**config.mk**
```make
export PLATFORM = sky130hd
export DESIGN_NAME = dm_arbiter_flat
export DESIGN_NICKNAME = d
export VERILOG_FILES = /design/src/rtl/dm_arbiter_pkg.sv /design/src/rtl/dm_arbiter_if.sv /design/src/rtl/dm_arbiter_rr_arb2.sv /design/src/rtl/dm_arbiter.sv /design/src/flat_wrapper.sv
export SDC_FILE = /design/constraint.sdc
export NUM_CORES = 1
export LEC_CHECK = 0
export CAP_MARGIN = 20
export CORE_MARGIN = 2
export CORE_UTILIZATION = 36
export CTS_CLUSTER_DIAMETER = 200
export CTS_CLUSTER_SIZE = 30
export DETAILED_ROUTE_END_ITERATION = 10
export GPL_TIMING_DRIVEN = 0
export PLACE_DENSITY = 0.77
export SETUP_SLACK_MARGIN = 0.05
export SLEW_MARGIN = 20
export SYNTH_ARGS = -nofsm -noshare
export SYNTH_HDL_FRONTEND = slang
export SYNTH_SLANG_ARGS = --single-unit
export TNS_END_PERCENT = 50
```
**constraint.sdc**
```tcl
create_clock -name clk -period 2.4 [get_ports clk]
set_clock_uncertainty 0.2 [all_clocks]
set_input_delay 0.36 -clock clk [delete_from_list [all_inputs] [get_ports clk]]
set_output_delay 0.36 -clock clk [all_outputs]
set_load 0.1 [all_outputs]
```
**src/rtl/dm_arbiter_pkg.sv**
```systemverilog
// Shared types for the dm access path: access-type codes, controller states,
// and the address legality helpers used at grant time.
// No logic or ports; imported by the arbiter and the bench.
package dm_pkg;

   typedef enum logic [2:0] {
      DM_WORD  = 3'b000,
      DM_HALF  = 3'b001,
      DM_HALFU = 3'b010,
      DM_BYTE  = 3'b011,
      DM_BYTEU = 3'b100
   } dm_type_e;

   typedef enum logic [1:0] {
      ST_IDLE,
      ST_ACCESS,
      ST_CAPTURE,
      ST_RESP
   } dm_state_e;

   // Natural alignment by access size; undefined codes are never aligned,
   // which makes them an error for loads as well as stores.
   function automatic logic is_aligned(input logic [2:0] t, input logic [1:0] a);
      case (t)
         DM_WORD:            return a == 2'b00;
         DM_HALF, DM_HALFU:  return ~a[0];
         DM_BYTE, DM_BYTEU:  return 1'b1;
         default:            return 1'b0;
      endcase
   endfunction

   // Unsigned variants only make sense when extending load data.
   function automatic logic store_type_ok(input logic [2:0] t);
      return (t == DM_WORD) || (t == DM_HALF) || (t == DM_BYTE);
   endfunction

endpackage

```
**src/rtl/dm_arbiter_if.sv**
```systemverilog
// Bundle of the two-requester request bus, the response channel and the
// registered dm drive/return signals.
// slave: arbiter side; master: requesters, response sink and dm side.
interface dm_arbiter_if #(
   parameter int ADDR_W = 6,
   parameter int DATA_W = 32
);
   logic [1:0]          req_valid;
   logic [1:0]          req_ready;
   logic [1:0]          req_wr;
   logic [2*ADDR_W-1:0] req_addr;
   logic [2*DATA_W-1:0] req_wdata;
   logic [5:0]          req_type;

   logic                rsp_valid;
   logic                rsp_ready;
   logic                rsp_id;
   logic [DATA_W-1:0]   rsp_rdata;
   logic                rsp_err;

   logic                mem_wr;
   logic [ADDR_W-1:0]   mem_addr;
   logic [DATA_W-1:0]   mem_din;
   logic [2:0]          mem_type;
   logic [DATA_W-1:0]   mem_dout;

   modport slave (
      input  req_valid, req_wr, req_addr, req_wdata, req_type, rsp_ready, mem_dout,
      output req_ready, rsp_valid, rsp_id, rsp_rdata, rsp_err,
      output mem_wr, mem_addr, mem_din, mem_type
   );

   modport master (
      output req_valid, req_wr, req_addr, req_wdata, req_type, rsp_ready, mem_dout,
      input  req_ready, rsp_valid, rsp_id, rsp_rdata, rsp_err,
      input  mem_wr, mem_addr, mem_din, mem_type
   );
endinterface

```
**src/rtl/dm_arbiter_rr_arb2.sv**
```systemverilog
// Two-way round-robin grant; a tie goes to the requester not granted last.
// Latency: combinational grant; last_grant updates on the granting edge.
// Backpressure: grants only while en is high; ports clk, rstn, en, req -> gnt, gnt_id.
module rr_arb2 (
   input  logic       clk,
   input  logic       rstn,
   input  logic       en,
   input  logic [1:0] req,
   output logic [1:0] gnt,
   output logic       gnt_id
);
   logic last_q, last_d;
   logic id_c;
   logic fire_c;

   always_comb begin
      id_c   = req[1];
      fire_c = en && (req != 2'b00);
      if (req == 2'b11) begin
         id_c = ~last_q;
      end
      last_d = fire_c ? id_c : last_q;
   end

   assign gnt    = fire_c ? (id_c ? 2'b10 : 2'b01) : 2'b00;
   assign gnt_id = id_c;

   // Resets to 1 so requester 0 wins the first tie.
   always_ff @(posedge clk or negedge rstn) begin
      if (!rstn) begin
         last_q <= 1'b1;
      end else begin
         last_q <= last_d;
      end
   end
endmodule

```
**src/rtl/dm_arbiter.sv**
```systemverilog
// Round-robin access controller for dm: grant, alignment check, one access, response.
// Latency: rsp_valid 3 cycles after grant for a legal access, 1 cycle for an error.
// Backpressure: one access in flight; response held until rsp_ready, no grant meanwhile.
module dm_arbiter
   import dm_pkg::*;
#(
   parameter int ADDR_W = 6,
   parameter int DATA_W = 32
) (
   input  logic          clk,
   input  logic          rstn,
   dm_arbiter_if.slave   bus
);
   dm_state_e state_q, state_d;

   logic              mem_wr_q,   mem_wr_d;
   logic [ADDR_W-1:0] mem_addr_q, mem_addr_d;
   logic [DATA_W-1:0] mem_din_q,  mem_din_d;
   logic [2:0]        mem_type_q, mem_type_d;
   logic              store_q,    store_d;
   logic              rsp_id_q,   rsp_id_d;
   logic              rsp_err_q,  rsp_err_d;
   logic [DATA_W-1:0] rsp_rdata_q, rsp_rdata_d;

   logic [1:0]        gnt;
   logic              gnt_id;
   logic              sel_wr;
   logic [ADDR_W-1:0] sel_addr;
   logic [DATA_W-1:0] sel_wdata;
   logic [2:0]        sel_type;
   logic              sel_ok;

   rr_arb2 u_arb (
      .clk    (clk),
      .rstn   (rstn),
      .en     (state_q == ST_IDLE),
      .req    (bus.req_valid),
      .gnt    (gnt),
      .gnt_id (gnt_id)
   );

   // Request fields of whichever requester the arbiter is pointing at.
   assign sel_wr    = bus.req_wr[gnt_id];
   assign sel_addr  = gnt_id ? bus.req_addr[2*ADDR_W-1:ADDR_W]   : bus.req_addr[ADDR_W-1:0];
   assign sel_wdata = gnt_id ? bus.req_wdata[2*DATA_W-1:DATA_W]  : bus.req_wdata[DATA_W-1:0];
   assign sel_type  = gnt_id ? bus.req_type[5:3]                 : bus.req_type[2:0];
   assign sel_ok    = is_aligned(sel_type, sel_addr[1:0]) && (!sel_wr || store_type_ok(sel_type));

   always_comb begin
      state_d     = state_q;
      mem_wr_d    = 1'b0;        // write strobe lives for the ACCESS cycle only
      mem_addr_d  = mem_addr_q;  // address/type held so CAPTURE re-reads the same location
      mem_din_d   = mem_din_q;
      mem_type_d  = mem_type_q;
      store_d     = store_q;
      rsp_id_d    = rsp_id_q;
      rsp_err_d   = rsp_err_q;
      rsp_rdata_d = rsp_rdata_q;

      case (state_q)
         ST_IDLE: begin
            if (gnt != 2'b00) begin
               rsp_id_d = gnt_id;
               store_d  = sel_wr;
               if (sel_ok) begin
                  mem_wr_d   = sel_wr;
                  mem_addr_d = sel_addr;
                  mem_din_d  = sel_wdata;
                  mem_type_d = sel_type;
                  rsp_err_d  = 1'b0;
                  state_d    = ST_ACCESS;
               end else begin
                  // Illegal requests never touch the memory.
                  rsp_err_d   = 1'b1;
                  rsp_rdata_d = '0;
                  state_d     = ST_RESP;
               end
            end
         end
         ST_ACCESS:  state_d = ST_CAPTURE;
         ST_CAPTURE: begin
            // dm registers its read data, so it is valid during this cycle.
            rsp_rdata_d = store_q ? '0 : bus.mem_dout;
            state_d     = ST_RESP;
         end
         ST_RESP: begin
            if (bus.rsp_ready) begin
               state_d = ST_IDLE;
            end
         end
         default: state_d = ST_IDLE;
      endcase
   end

   always_ff @(posedge clk or negedge rstn) begin
      if (!rstn) begin
         state_q     <= ST_IDLE;
         mem_wr_q    <= 1'b0;
         mem_addr_q  <= '0;
         mem_din_q   <= '0;
         mem_type_q  <= DM_WORD;
         store_q     <= 1'b0;
         rsp_id_q    <= 1'b0;
         rsp_err_q   <= 1'b0;
         rsp_rdata_q <= '0;
      end else begin
         state_q     <= state_d;
         mem_wr_q    <= mem_wr_d;
         mem_addr_q  <= mem_addr_d;
         mem_din_q   <= mem_din_d;
         mem_type_q  <= mem_type_d;
         store_q     <= store_d;
         rsp_id_q    <= rsp_id_d;
         rsp_err_q   <= rsp_err_d;
         rsp_rdata_q <= rsp_rdata_d;
      end
   end

   assign bus.req_ready = gnt;
   assign bus.rsp_valid = (state_q == ST_RESP);
   assign bus.rsp_id    = rsp_id_q;
   assign bus.rsp_err   = rsp_err_q;
   assign bus.rsp_rdata = rsp_rdata_q;
   assign bus.mem_wr    = mem_wr_q;
   assign bus.mem_addr  = mem_addr_q;
   assign bus.mem_din   = mem_din_q;
   assign bus.mem_type  = mem_type_q;
endmodule

```
**src/flat_wrapper.sv**
```systemverilog
// flat-port wrapper written by rule: the top's interface ports become plain ports
module dm_arbiter_flat import dm_pkg::*;
#(
   parameter int ADDR_W = 6,
   parameter int DATA_W = 32
)
  (clk, rstn, bus_req_valid, bus_req_wr, bus_req_addr, bus_req_wdata, bus_req_type, bus_rsp_ready, bus_mem_dout, bus_req_ready, bus_rsp_valid, bus_rsp_id, bus_rsp_rdata, bus_rsp_err, bus_mem_wr, bus_mem_addr, bus_mem_din, bus_mem_type);
  dm_arbiter_if #(.ADDR_W(ADDR_W), .DATA_W(DATA_W)) bus_i ();
  input  logic clk;
  input  logic rstn;
  input wire logic [$bits(bus_i.req_valid)-1:0] bus_req_valid;
  input wire logic [$bits(bus_i.req_wr)-1:0] bus_req_wr;
  input wire logic [$bits(bus_i.req_addr)-1:0] bus_req_addr;
  input wire logic [$bits(bus_i.req_wdata)-1:0] bus_req_wdata;
  input wire logic [$bits(bus_i.req_type)-1:0] bus_req_type;
  input wire logic [$bits(bus_i.rsp_ready)-1:0] bus_rsp_ready;
  input wire logic [$bits(bus_i.mem_dout)-1:0] bus_mem_dout;
  output wire logic [$bits(bus_i.req_ready)-1:0] bus_req_ready;
  output wire logic [$bits(bus_i.rsp_valid)-1:0] bus_rsp_valid;
  output wire logic [$bits(bus_i.rsp_id)-1:0] bus_rsp_id;
  output wire logic [$bits(bus_i.rsp_rdata)-1:0] bus_rsp_rdata;
  output wire logic [$bits(bus_i.rsp_err)-1:0] bus_rsp_err;
  output wire logic [$bits(bus_i.mem_wr)-1:0] bus_mem_wr;
  output wire logic [$bits(bus_i.mem_addr)-1:0] bus_mem_addr;
  output wire logic [$bits(bus_i.mem_din)-1:0] bus_mem_din;
  output wire logic [$bits(bus_i.mem_type)-1:0] bus_mem_type;
  assign bus_i.req_valid = bus_req_valid;
  assign bus_i.req_wr = bus_req_wr;
  assign bus_i.req_addr = bus_req_addr;
  assign bus_i.req_wdata = bus_req_wdata;
  assign bus_i.req_type = bus_req_type;
  assign bus_i.rsp_ready = bus_rsp_ready;
  assign bus_i.mem_dout = bus_mem_dout;
  assign bus_req_ready = bus_i.req_ready;
  assign bus_rsp_valid = bus_i.rsp_valid;
  assign bus_rsp_id = bus_i.rsp_id;
  assign bus_rsp_rdata = bus_i.rsp_rdata;
  assign bus_rsp_err = bus_i.rsp_err;
  assign bus_mem_wr = bus_i.mem_wr;
  assign bus_mem_addr = bus_i.mem_addr;
  assign bus_mem_din = bus_i.mem_din;
  assign bus_mem_type = bus_i.mem_type;
  dm_arbiter #(.ADDR_W(ADDR_W), .DATA_W(DATA_W)) u_core (.clk(clk), .rstn(rstn), .bus(bus_i));
endmodule
```
Word-level counts from Yosys, hierarchy flattened
Index checks and enable logic that the tools add are counted.

word-level totals
  register bits after elaboration = 80
  input port bits = 121
  word-level logic and storage cells = 63

cells by class
  reduce and logical (&&, ||, !) cells = 18
  bitwise operators = 2
  eq/ne operators = 11
  multiplexer cells = 21
  order comparisons = 1

operator list
  cell                number
  $mux 32             4
  $pmux 32 s2         1
  $mux 2              5
  $pmux 2 s4          1
  $mux 1              7
  $eq 2x2->1 const B  3
  $eq 3x2->1 const B  2
  $mux 6              1
  $reduce_and 3->1    2
  $reduce_bool 2->1   3
  $logic_not 2->1     2
  $ne 2x2->1 const B  2
  $reduce_and 2->1    2
  $reduce_or 2->1     2
  $eq 3x1->1 const B  1
  $eq 3x3->1 const B  1
  $logic_not 3->1     1
  $logic_or 1x1->1    3
  $mux 3              1
  $pmux 1 s3          1
  $eq 2x1->1 const B  1
  $logic_and 1x1->1   2
  $lt 1x2->1 const B  1
  $ne 2x1->1 const B  1
  2 further kinds     3

Logic depth before layout (Yosys ltp)
Gate-level depths: netlist of run 1.

  depth after elaboration = 11
  mapped depth = 9

Cells and area by module
From an unflattened synthesis of run 1, not the netlist that was laid out.

second synthesis, totals
  cells, all modules = 382
  area, all modules = 4345.4 um^2

by module, submodules not included
  module      area an instance (um^2)  cells each  times used  sequential area each (um^2)
  dm_arbiter  4277.9                   374         1           1976.9
  rr_arb2     67.6                     8           1           26.3

Worst setup path before layout of run 1
OpenSTA, ideal clock, no wires.

  path type = reg-to-output
  from = reg u_core.u_arb.last_q
  to = out bus_req_ready[0]
  arrival time = 2.243 ns
  path buffers = 2
  setup slack = -0.403 ns
  stages on the path, launching flop included = 5
  cells stage by stage = dfstp_2 > a21boi_4 > buf_2 > buf_2 > nor2_1

on the way
  longest elaborated chain between the ends = 4

ends and longest elaborated chain
  what                    line                      RTL
  from (decl)             dm_arbiter_rr_arb2.sv:12  logic last_q, last_d;
  from (signal assigned)  dm_arbiter_rr_arb2.sv:33  last_q <= last_d;
  $not 1->1               dm_arbiter_rr_arb2.sv:20  id_c = ~last_q;
  $mux 1                  dm_arbiter_rr_arb2.sv:19  if (req == 2'b11) begin
  $mux 2 (2 in a row)     dm_arbiter_rr_arb2.sv:25  assign gnt = fire_c ? (id_c ? 2'b10 : 2'b01) : 2'b00;
  to (decl)               flat_wrapper.sv:18        output wire logic [$bits(bus_i.req_ready)-1:0] bus_req_ready;

No other way between the ends.

Worst setup path after layout of run 1
  from = reg u_core.state_q[0]
  to = reg u_core.mem_din_q[31] (netlist: u_core.bus.mem_din[31])

on the way
  longest elaborated chain between the ends = 5

ends and longest elaborated chain
  what                          line                                RTL
  from (decl)                   dm_arbiter.sv:14                    dm_state_e state_q, state_d;
  from (signal assigned)        dm_arbiter.sv:107                   state_q <= state_d;
  $logic_not 2->1 *             dm_arbiter.sv:36, dm_arbiter.sv:60
  $logic_and 1x1->1             dm_arbiter_rr_arb2.sv:18            fire_c = en && (req != 2'b00);
  $mux 2                        dm_arbiter_rr_arb2.sv:25
  $reduce_bool 2->1             dm_arbiter.sv:62                    if (gnt != 2'b00) begin
  $reduce_and 3->1 (no line) *  n/a
  to (signal assigned)          dm_arbiter.sv:110                   mem_din_q <= mem_din_d;
  to (decl)                     dm_arbiter.sv:18                    logic [DATA_W-1:0] mem_din_q, mem_din_d;

Mark *: on every way between the ends. The rest lies on a longest branch, timed or not.
A chain may end at the register's enable or synchronous reset.

==> results of run 1 <==
-- cells in the mapped netlist --
cell type,n,area [um^2]
sky130_fd_sc_hd__dfstp_2,1,26.3
sky130_fd_sc_hd__nor2_1,7,26.3
sky130_fd_sc_hd__o31ai_1,2,15.0
sky130_fd_sc_hd__a21oi_1,4,20.0
sky130_fd_sc_hd__a21boi_4,1,18.8
sky130_fd_sc_hd__a21boi_0,3,22.5
sky130_fd_sc_hd__nand3b_1,2,15.0
sky130_fd_sc_hd__ha_1,3,37.5
sky130_fd_sc_hd__a32o_1,1,10.0
sky130_fd_sc_hd__nand2b_1,4,25.0
sky130_fd_sc_hd__o2111a_1,1,11.3
sky130_fd_sc_hd__a31oi_1,2,12.5
sky130_fd_sc_hd__a22o_1,32,280
sky130_fd_sc_hd__mux2_2,42,473
sky130_fd_sc_hd__buf_2,4,20.0
sky130_fd_sc_hd__mux2i_1,2,20.0
sky130_fd_sc_hd__buf_1,6,22.5
sky130_fd_sc_hd__nor2b_1,1,6.26
sky130_fd_sc_hd__o21ai_0,5,25.0
sky130_fd_sc_hd__or3_1,1,6.26
sky130_fd_sc_hd__clkbuf_1,3,11.3
sky130_fd_sc_hd__a22oi_1,1,7.51
sky130_fd_sc_hd__and2_1,1,6.26
sky130_fd_sc_hd__o32ai_1,1,8.76
sky130_fd_sc_hd__nand2_1,4,15.0
sky130_fd_sc_hd__mux2_4,38,571
sky130_fd_sc_hd__inv_1,5,18.8
sky130_fd_sc_hd__o221ai_1,1,8.76
sky130_fd_sc_hd__o22ai_1,1,6.26
sky130_fd_sc_hd__buf_6,4,45.0
sky130_fd_sc_hd__dfrtp_1,79,1980
sky130_fd_sc_hd__a21o_1,1,7.51
-- cells by family after synthesis --
family	after synthesis
and+or+nand+nor	20
AOI/OAI and AO/OA	56
muxes	82
buffers and inverters	22
adders and majority gates	3
DFF	80
-- state kept, by name, summed over array words and instances, names as in the netlist --
signal,flops
u_core.bus.mem_type,3
u_core.bus.rsp_err,1
u_core.bus.rsp_rdata,32
u_core.bus.mem_wr,1
u_core.u_arb.last_q,1
u_core.bus.mem_din,32
u_core.bus.rsp_id,1
u_core.store_q,1
u_core.bus.mem_addr,6
u_core.state_q,2
-- through the flow --
step,hold WS (ns),util,instances,setup TNS [ns]
2_1_floorplan,-0.136,-,263,0
3_3_place_gp,0.265,0.581,598,-190.57
3_5_place_dp,0.116,0.584,599,-36.85
4_1_cts,0.275,0.609,624,0
5_1_grt,0.142,0.613,625,-0.704
6_report,0.138,0.613,625,0
-- layer usage --
metal  track usage  part of all wire  vias to the layer above
met2         0.318              0.48                      131
met3        0.0466             0.081                       19
met4        0.0612             0.020                        2
li1              -                 -                     1422
met1         0.226              0.42                     1428
met5             0           0.00097                        -
-- path summary, 6_finish.rpt --
check                      cells past startpoint                           from  slack (ns)                            endpoint
min in group asynchronous                      2                           rstn        0.28  u_core.bus.mem_addr[4]$_DFFE_PN0P_
max                                            9  u_core.state_q[0]$_DFFE_PN0P_        0.04  u_core.bus.mem_din[31]$_DFFE_PN0P_
max reg2reg                                    9  u_core.state_q[0]$_DFFE_PN0P_        0.04  u_core.bus.mem_din[31]$_DFFE_PN0P_
min                                            2               bus_req_valid[0]        0.14     u_core.u_arb.last_q$_DFFE_PN1P_
min reg2reg                                    1  u_core.bus.rsp_id$_DFFE_PN0P_        0.28       u_core.bus.rsp_id$_DFFE_PN0P_
max in group asynchronous                      3                           rstn        1.13  u_core.bus.mem_addr[0]$_DFFE_PN0P_
-- what timing repair did --
item | 4_1_cts | 5_1_grt
hold endpoints to repair | 27 | 0
hold buffers | 1 | 0
setup buffers | 8 | 1
gates resized for setup | 120 | 12
pin swaps | 2 | 2
setup endpoints to repair | 148 | 53
-- worst reg2reg max path, stage by stage, from the launching register on --
cell                       delay [ns]
sky130_fd_sc_hd__dfrtp_1         0.40
sky130_fd_sc_hd__inv_2           0.08
sky130_fd_sc_hd__ha_4            0.14
sky130_fd_sc_hd__buf_6           0.11
sky130_fd_sc_hd__nand3b_1        0.07
sky130_fd_sc_hd__a32o_2          0.30
sky130_fd_sc_hd__or3_4           0.34
sky130_fd_sc_hd__buf_8           0.15
sky130_fd_sc_hd__buf_12          0.15
sky130_fd_sc_hd__mux2_4          0.30
-- final cells by class --
type | instances | area, um^2
clock inverters | 7 | 77.6
well taps | 136 | 170
inverters | 5 | 18.8
clock buffers | 9 | 124
plain buffers | 17 | 169
flip-flops and latches | 80 | 2000
fillers | 870 | 3960
multi-input cells | 161 | 1700
repair buffers | 210 | 2010
==> reports/qor_table.md, run 1 <==
| Stage | Result | Reported |
|:---|:---|:---|
| layout | Area Overhead vs Synth | 66.2% |
| timing | Final worst-path cycle share | 0.981 |
| cts | Clock Path Buffers | 2 |
| place | Half-perimeter wire length after detailed placement | 7740 um |
| floorplanning | Area enclosed by the die boundary | 11,300 um^2 |
| cts | CTS Buf Count | 9 |
| timing | Fmax | 425 MHz |
| drt | Initial DRC count | 90 |
| place | Number of port buffers | 199 |
| layout | Commonest cells after routing, fill and taps aside | 117 x sky130_fd_sc_hd__clkdlybuf4s50_1, 79 x sky130_fd_sc_hd__dfrtp_1, 77 x sky130_fd_sc_hd__dlygate4sd2_1, 42 x sky130_fd_sc_hd__mux2_2, 38 x sky130_fd_sc_hd__mux2_4 |
| drt | Total via count after detailed routing | 3,002 |
| layout | Antenna cells | 0 |
| floorplanning | I/O pin count | 200 |
| timing | Max Transition Viols Final | 0 |
| cts | Clock insertion delay at the later pin of the skew report | 0.33 ns |
| floorplanning | Die width | 106 um |
| yosys | Synthesized-area fraction occupied by ao, oa, aoi and oai cells | 0.120 |
| yosys | Xor and xnor fraction of the mapped netlist area | 0 |
| floorplanning | Core ar. | 10,200 um^2 |
| floorplanning | Starting density of the core | 0.369 |
| worst setup path | Max FO, Critical Path | 10 |
| drt | Residual DRC | 0 |
| run | Max-cap violation count | 0 |
| yosys | Multiplexer area fraction after synthesis | 0.282 |
| global route | Maximum number of pins on one net before global-route repair | 53 |
| global route | Via count of the first global-routing pass | 3,269 |
| drt | Initial DRT Pass Iterations | 4 |
| timing | Setup WS post-layout | 0.0446 ns |
| yosys | Arithmetic-cell share of the synthesized area counting full adders, half adders and majority gates | 0.00994 |
| cts | CTS clock-pin slew for the worst setup and hold paths | 0.08 ns |
| worst setup path | Startpoint kind of the worst setup timing path | register |
| worst setup path | Cell-by-cell trace of the critical path | inv_2 -> ha_4 -> buf_6 -> nand3b_1 -> a32o_2 -> or3_4 -> buf_8 -> buf_12 -> mux2_4 |
| worst setup path | CP delay by family, top | buffers and inverters |
| layout | Final net count | 608 |
| layout | Fin area | 6280 um^2 |
| drt | Antenna-violating nets left | 0 |
| drt | Detailed-route wire length | 10,300 um |
| yosys | Area share of and/or/nand/nor cells after synthesis | 0.0265 |
| timing | Relative slew margins | 0.334 |
| place | Cell area after placement | 5970 um^2 |
| yosys | Number of storage elements in the synthesis netlist | 80 |
| layout | Leading cell type in the layout, fill and taps excluded | sky130_fd_sc_hd__clkdlybuf4s50_1 |
| place | Gpl congestion | 0.734 |
| yosys | Mapped Nets | 387 |
| worst setup path | Startpoint-to-endpoint class of the critical path | register to register |
| worst setup path | Critical path capture point type | register |
| timing | Final Hold Fails | 0 |
| cts | Cell chosen for the clock root | sky130_fd_sc_hd__clkbuf_8 |
| timing | Unrepaired setup endpoints after global routing | true |
| global route | Overall Global Routing Usage | 0.185 |
| global route | Global-route wire length before repair | 16,600 um |
| floorplanning | Chip height | 106 um |
| yosys | Distinct cells, synth | 32 |
| cts | Sinks on the clock net | 80 |
| yosys | Mapped Area | 3780 um^2 |
| timing | Number of setup violations in the final report | 0 |
| status | Run status | finished clean |
| yosys | Combinational family with the most area after synthesis | multiplexers |
| yosys | Average footprint of a synthesized cell | 14.4 um^2 |
| layout | Ratio of cells with drive above 1 in the final layout | 0.284 |
| cts | Level count of the clock H-tree | 3 |
| yosys | Count of yosys warnings during synthesis | 0 |
| place | Setup slack after placement | -1.22 ns |
| worst setup path | Arrival time of data at the critical path endpoint | 2.37 ns |
| yosys | Share of synthesized area occupied by flip-flops and latches | 0.530 |
| global route | Overall overflow remaining after global route | 0 |
| timing | Final min period | 2.36 ns |
| worst setup path | Worst EP required | 2.42 ns |
| global route | Number of antenna violations at the first check in global routing | 1 |
| worst setup path | Critical-path cell with the highest stage delay | sky130_fd_sc_hd__dfrtp_1 |
| floorplanning | Core Rows | 37 |
| drt | Average wire per standard cell | 16.5 um |
| drt | Via density per instance | 4.80 |
| timing | Transition time at the pin with the least slew margin | 1.00 ns |
| worst setup path | Worst path max stage delay | 0.40 ns |
| hold path | Kind of path behind the tightest hold check | primary input to register |
| cts | TritonCTS clock tree | built |
| worst setup path | Number of buffers and inverters on the critical path | 4 |
| yosys | Synthesized instance count | 263 |
Power of run 1 is not shown: default switching activity piles up to over one toggle a cycle in this logic, so the estimate is an artifact.
==> run 2, diff against run 1 <==
==> constraint.sdc (replaced) <==
create_clock -name clk -period 2.4 [get_ports clk]
set_clock_uncertainty 0.2 [all_clocks]
set_input_delay 0.48 -clock clk [delete_from_list [all_inputs] [get_ports clk]]
set_output_delay 0.48 -clock clk [all_outputs]
set_load 0.1 [all_outputs]
==> run 2 against run 1 <==
  * Worst hold slack better by 0.15 ns
  * Sequential cell count stayed put
  * Critical path depth is 1 lower
  * Utilization is 2.7 points higher
  * Global-route usage is 0.88 points higher
  * Die area stayed put
  * Final cell count is 2.1% higher
  * First-iteration DRC count is 1.1% higher
  * Non-clock buffer count is 12 higher
  * Wire length is 4.8% higher
  * Cell area is 4.4% higher
  * Critical endpoint is now u_core.bus.mem_din[0]$_DFFE_PN0P_
==> reports/qor_table.md, run 2 (same netlist as run 1, synthesis figures left out) <==
| Stage | Result | Reported |
|:---|:---|:---|
| status | Run status | finished clean |
| cts | Level count of the clock H-tree | 3 |
| cts | CTS Buf Count | 9 |
| worst setup path | Startpoint kind of the worst setup timing path | primary input |
| floorplanning | Starting density of the core | 0.369 |
| place | Number of port buffers | 199 |
| global route | Global-route wire length before repair | 17,200 um |
| worst setup path | Number of buffers and inverters on the critical path | 3 |
| floorplanning | Die width | 106 um |
| drt | Total via count after detailed routing | 3,065 |
| cts | Clock Path Buffers | 2 |
| timing | Transition time at the pin with the least slew margin | 1.01 ns |
| floorplanning | Core Rows | 37 |
| worst setup path | Critical-path cell with the highest stage delay | sky130_fd_sc_hd__or3_4 |
| global route | Overall overflow remaining after global route | 0 |
| timing | Number of setup violations in the final report | 0 |
| worst setup path | Critical path capture point type | register |
| layout | Leading cell type in the layout, fill and taps excluded | sky130_fd_sc_hd__clkdlybuf4s50_1 |
| layout | Final net count | 620 |
| place | Half-perimeter wire length after detailed placement | 7650 um |
| timing | Final Hold Fails | 0 |
| layout | Area Overhead vs Synth | 73.5% |
| drt | Average wire per standard cell | 16.9 um |
| global route | Global-route met2 utilization | 0.336 |
| drt | Initial DRC count | 91 |
| worst setup path | Arrival time of data at the critical path endpoint | 2.42 ns |
| timing | Unrepaired setup endpoints after global routing | true |
| floorplanning | I/O pin count | 200 |
| cts | Clock insertion delay at the later pin of the skew report | 0.34 ns |
| floorplanning | Core ar. | 10,200 um^2 |
| drt | Initial DRT Pass Iterations | 4 |
| global route | Layer carrying the most global-route usage | met2 |
| layout | Core Util, Final | 0.640 |
| timing | Fmax | 418 MHz |
| drt | Residual DRC | 0 |
| floorplanning | Area enclosed by the die boundary | 11,300 um^2 |
| cts | TritonCTS clock tree | built |
| timing | Max Transition Viols Final | 0 |
| drt | Via density per instance | 4.80 |
| worst setup path | Top cell by count, worst path | sky130_fd_sc_hd__buf_12 |
| global route | Met3 Resource Use GR | 0.0429 |
| worst setup path | Cell-by-cell trace of the critical path | clkdlybuf4s50_1 -> a21boi_0 -> a21oi_2 -> o32ai_4 -> or3_4 -> buf_12 -> buf_12 -> mux2_4 |
| layout | Commonest cells after routing, fill and taps aside | 113 x sky130_fd_sc_hd__clkdlybuf4s50_1, 81 x sky130_fd_sc_hd__dlygate4sd2_1, 79 x sky130_fd_sc_hd__dfrtp_1, 42 x sky130_fd_sc_hd__mux2_2, 38 x sky130_fd_sc_hd__mux2_4 |
| global route | Via count of the first global-routing pass | 3,438 |
| layout | Ratio of cells with drive above 1 in the final layout | 0.311 |
| global route | Maximum number of pins on one net before global-route repair | 54 |
| worst setup path | CP delay by family, top | buffers and inverters |
| global route | Overall Global Routing Usage | 0.193 |
| place | Gpl congestion | 0.750 |
| floorplanning | Chip height | 106 um |
| global route | Number of antenna violations at the first check in global routing | 1 |
| timing | Final worst-path cycle share | 0.998 |
| cts | CTS clock-pin slew for the worst setup and hold paths | 0.09 ns |
| run | Max-cap violation count | 0 |
| worst setup path | Max FO, Critical Path | 5 |
| global route | Routing usage on met1 | 0.239 |
| timing | Final min period | 2.39 ns |
| worst setup path | Worst EP required | 2.43 ns |
| drt | Antenna-violating nets left | 0 |
| timing | Relative slew margins | 0.332 |
| hold path | Kind of path behind the tightest hold check | register to register |
| cts | Cell chosen for the clock root | sky130_fd_sc_hd__clkbuf_8 |
| worst setup path | Startpoint-to-endpoint class of the critical path | primary input to register |
| drt | Detailed-route wire length | 10,800 um |
| cts | Sinks on the clock net | 80 |
| worst setup path | Worst path max stage delay | 0.43 ns |
[run 2: timing repair]
item,4_1_cts,5_1_grt
pin swaps,6,13
hold endpoints to repair,27,0
hold buffers,1,0
resized for setup,155,16
setup buffers,13,3
gates cloned,5,3
endpoints found under the setup margin,148,72
[run 2: per-layer routing]
layer  vias to the layer above  wire, um
met1                      1484      4540
li1                       1455         -
met3                        14       654
met4                         0       179
met2                       112      5420
met5                         -         0
[run 2: worst register-to-register path, delay by kind of cell, from the launching register on]
family          cells  cell delay [ns]
compound gates      2             0.19
flops               1             0.57
mux                 1             0.29
buf+inv             3             0.45
simple gates        2             0.54
[run 2: path summary, 6_finish.rpt]
path	start	endpoint	slack, ns	cells after the start
max	bus_req_addr[6]	u_core.bus.mem_din[0]$_DFFE_PN0P_	0.006	8
min	u_core.bus.rsp_id$_DFFE_PN0P_	u_core.bus.rsp_id$_DFFE_PN0P_	0.28	1
max reg2reg	u_core.u_arb.last_q$_DFFE_PN1P_	u_core.bus.mem_din[0]$_DFFE_PN0P_	0.04	8
min reg2reg	u_core.bus.rsp_id$_DFFE_PN0P_	u_core.bus.rsp_id$_DFFE_PN0P_	0.28	1
max in group asynchronous	rstn	u_core.u_arb.last_q$_DFFE_PN1P_	0.98	3
min in group asynchronous	rstn	u_core.bus.mem_din[20]$_DFFE_PN0P_	0.39	2
[run 2: stage by stage]
step	hold WS [ns]	setup WS, ns	instance area, um^2	TNS [ns]	cells
after CTS	0.292	-0.0836	6530	-1.50	634
after global placement	0.263	-2.17	5950	-212.92	598
after global routing	0.308	-0.0458	6550	-0.981	638
after floorplan	-0.0156	-0.0656	3790	-0.0656	263
final	0.284	0.00562	6550	0	638
after detailed placement	0.233	-1.49	5970	-44.98	599
[run 2: area by class of cell]
class / instances / area, um^2
Fill cell: 810 / 3680
Timing Repair Buffer: 222 / 2210
Sequential cell: 80 / 2000
Multi-Input combinational cell: 161 / 1750
Buffer: 17 / 196
Tap cell: 136 / 170
Clock buffer: 9 / 124
Clock inverter: 7 / 86.3
Inverter: 5 / 18.8
Antenna cell: 1 / 2.50
Power of run 2 is left out for the same reason.
==> run 3, diff against run 2 <==
--- a/config.mk
+++ b/config.mk
@@ -14,7 +14,7 @@
 export GPL_TIMING_DRIVEN = 0
 export PLACE_DENSITY = 0.77
 export SETUP_SLACK_MARGIN = 0.05
-export SLEW_MARGIN = 20
+export SLEW_MARGIN = 10
 export SYNTH_ARGS = -nofsm -noshare
 export SYNTH_HDL_FRONTEND = slang
 export SYNTH_SLANG_ARGS = --single-unit
==> results of run 3 <==
Same layout as run 2: the final DEF is identical, and so are final timing and power.
Power of run 3 is left out for the same reason.
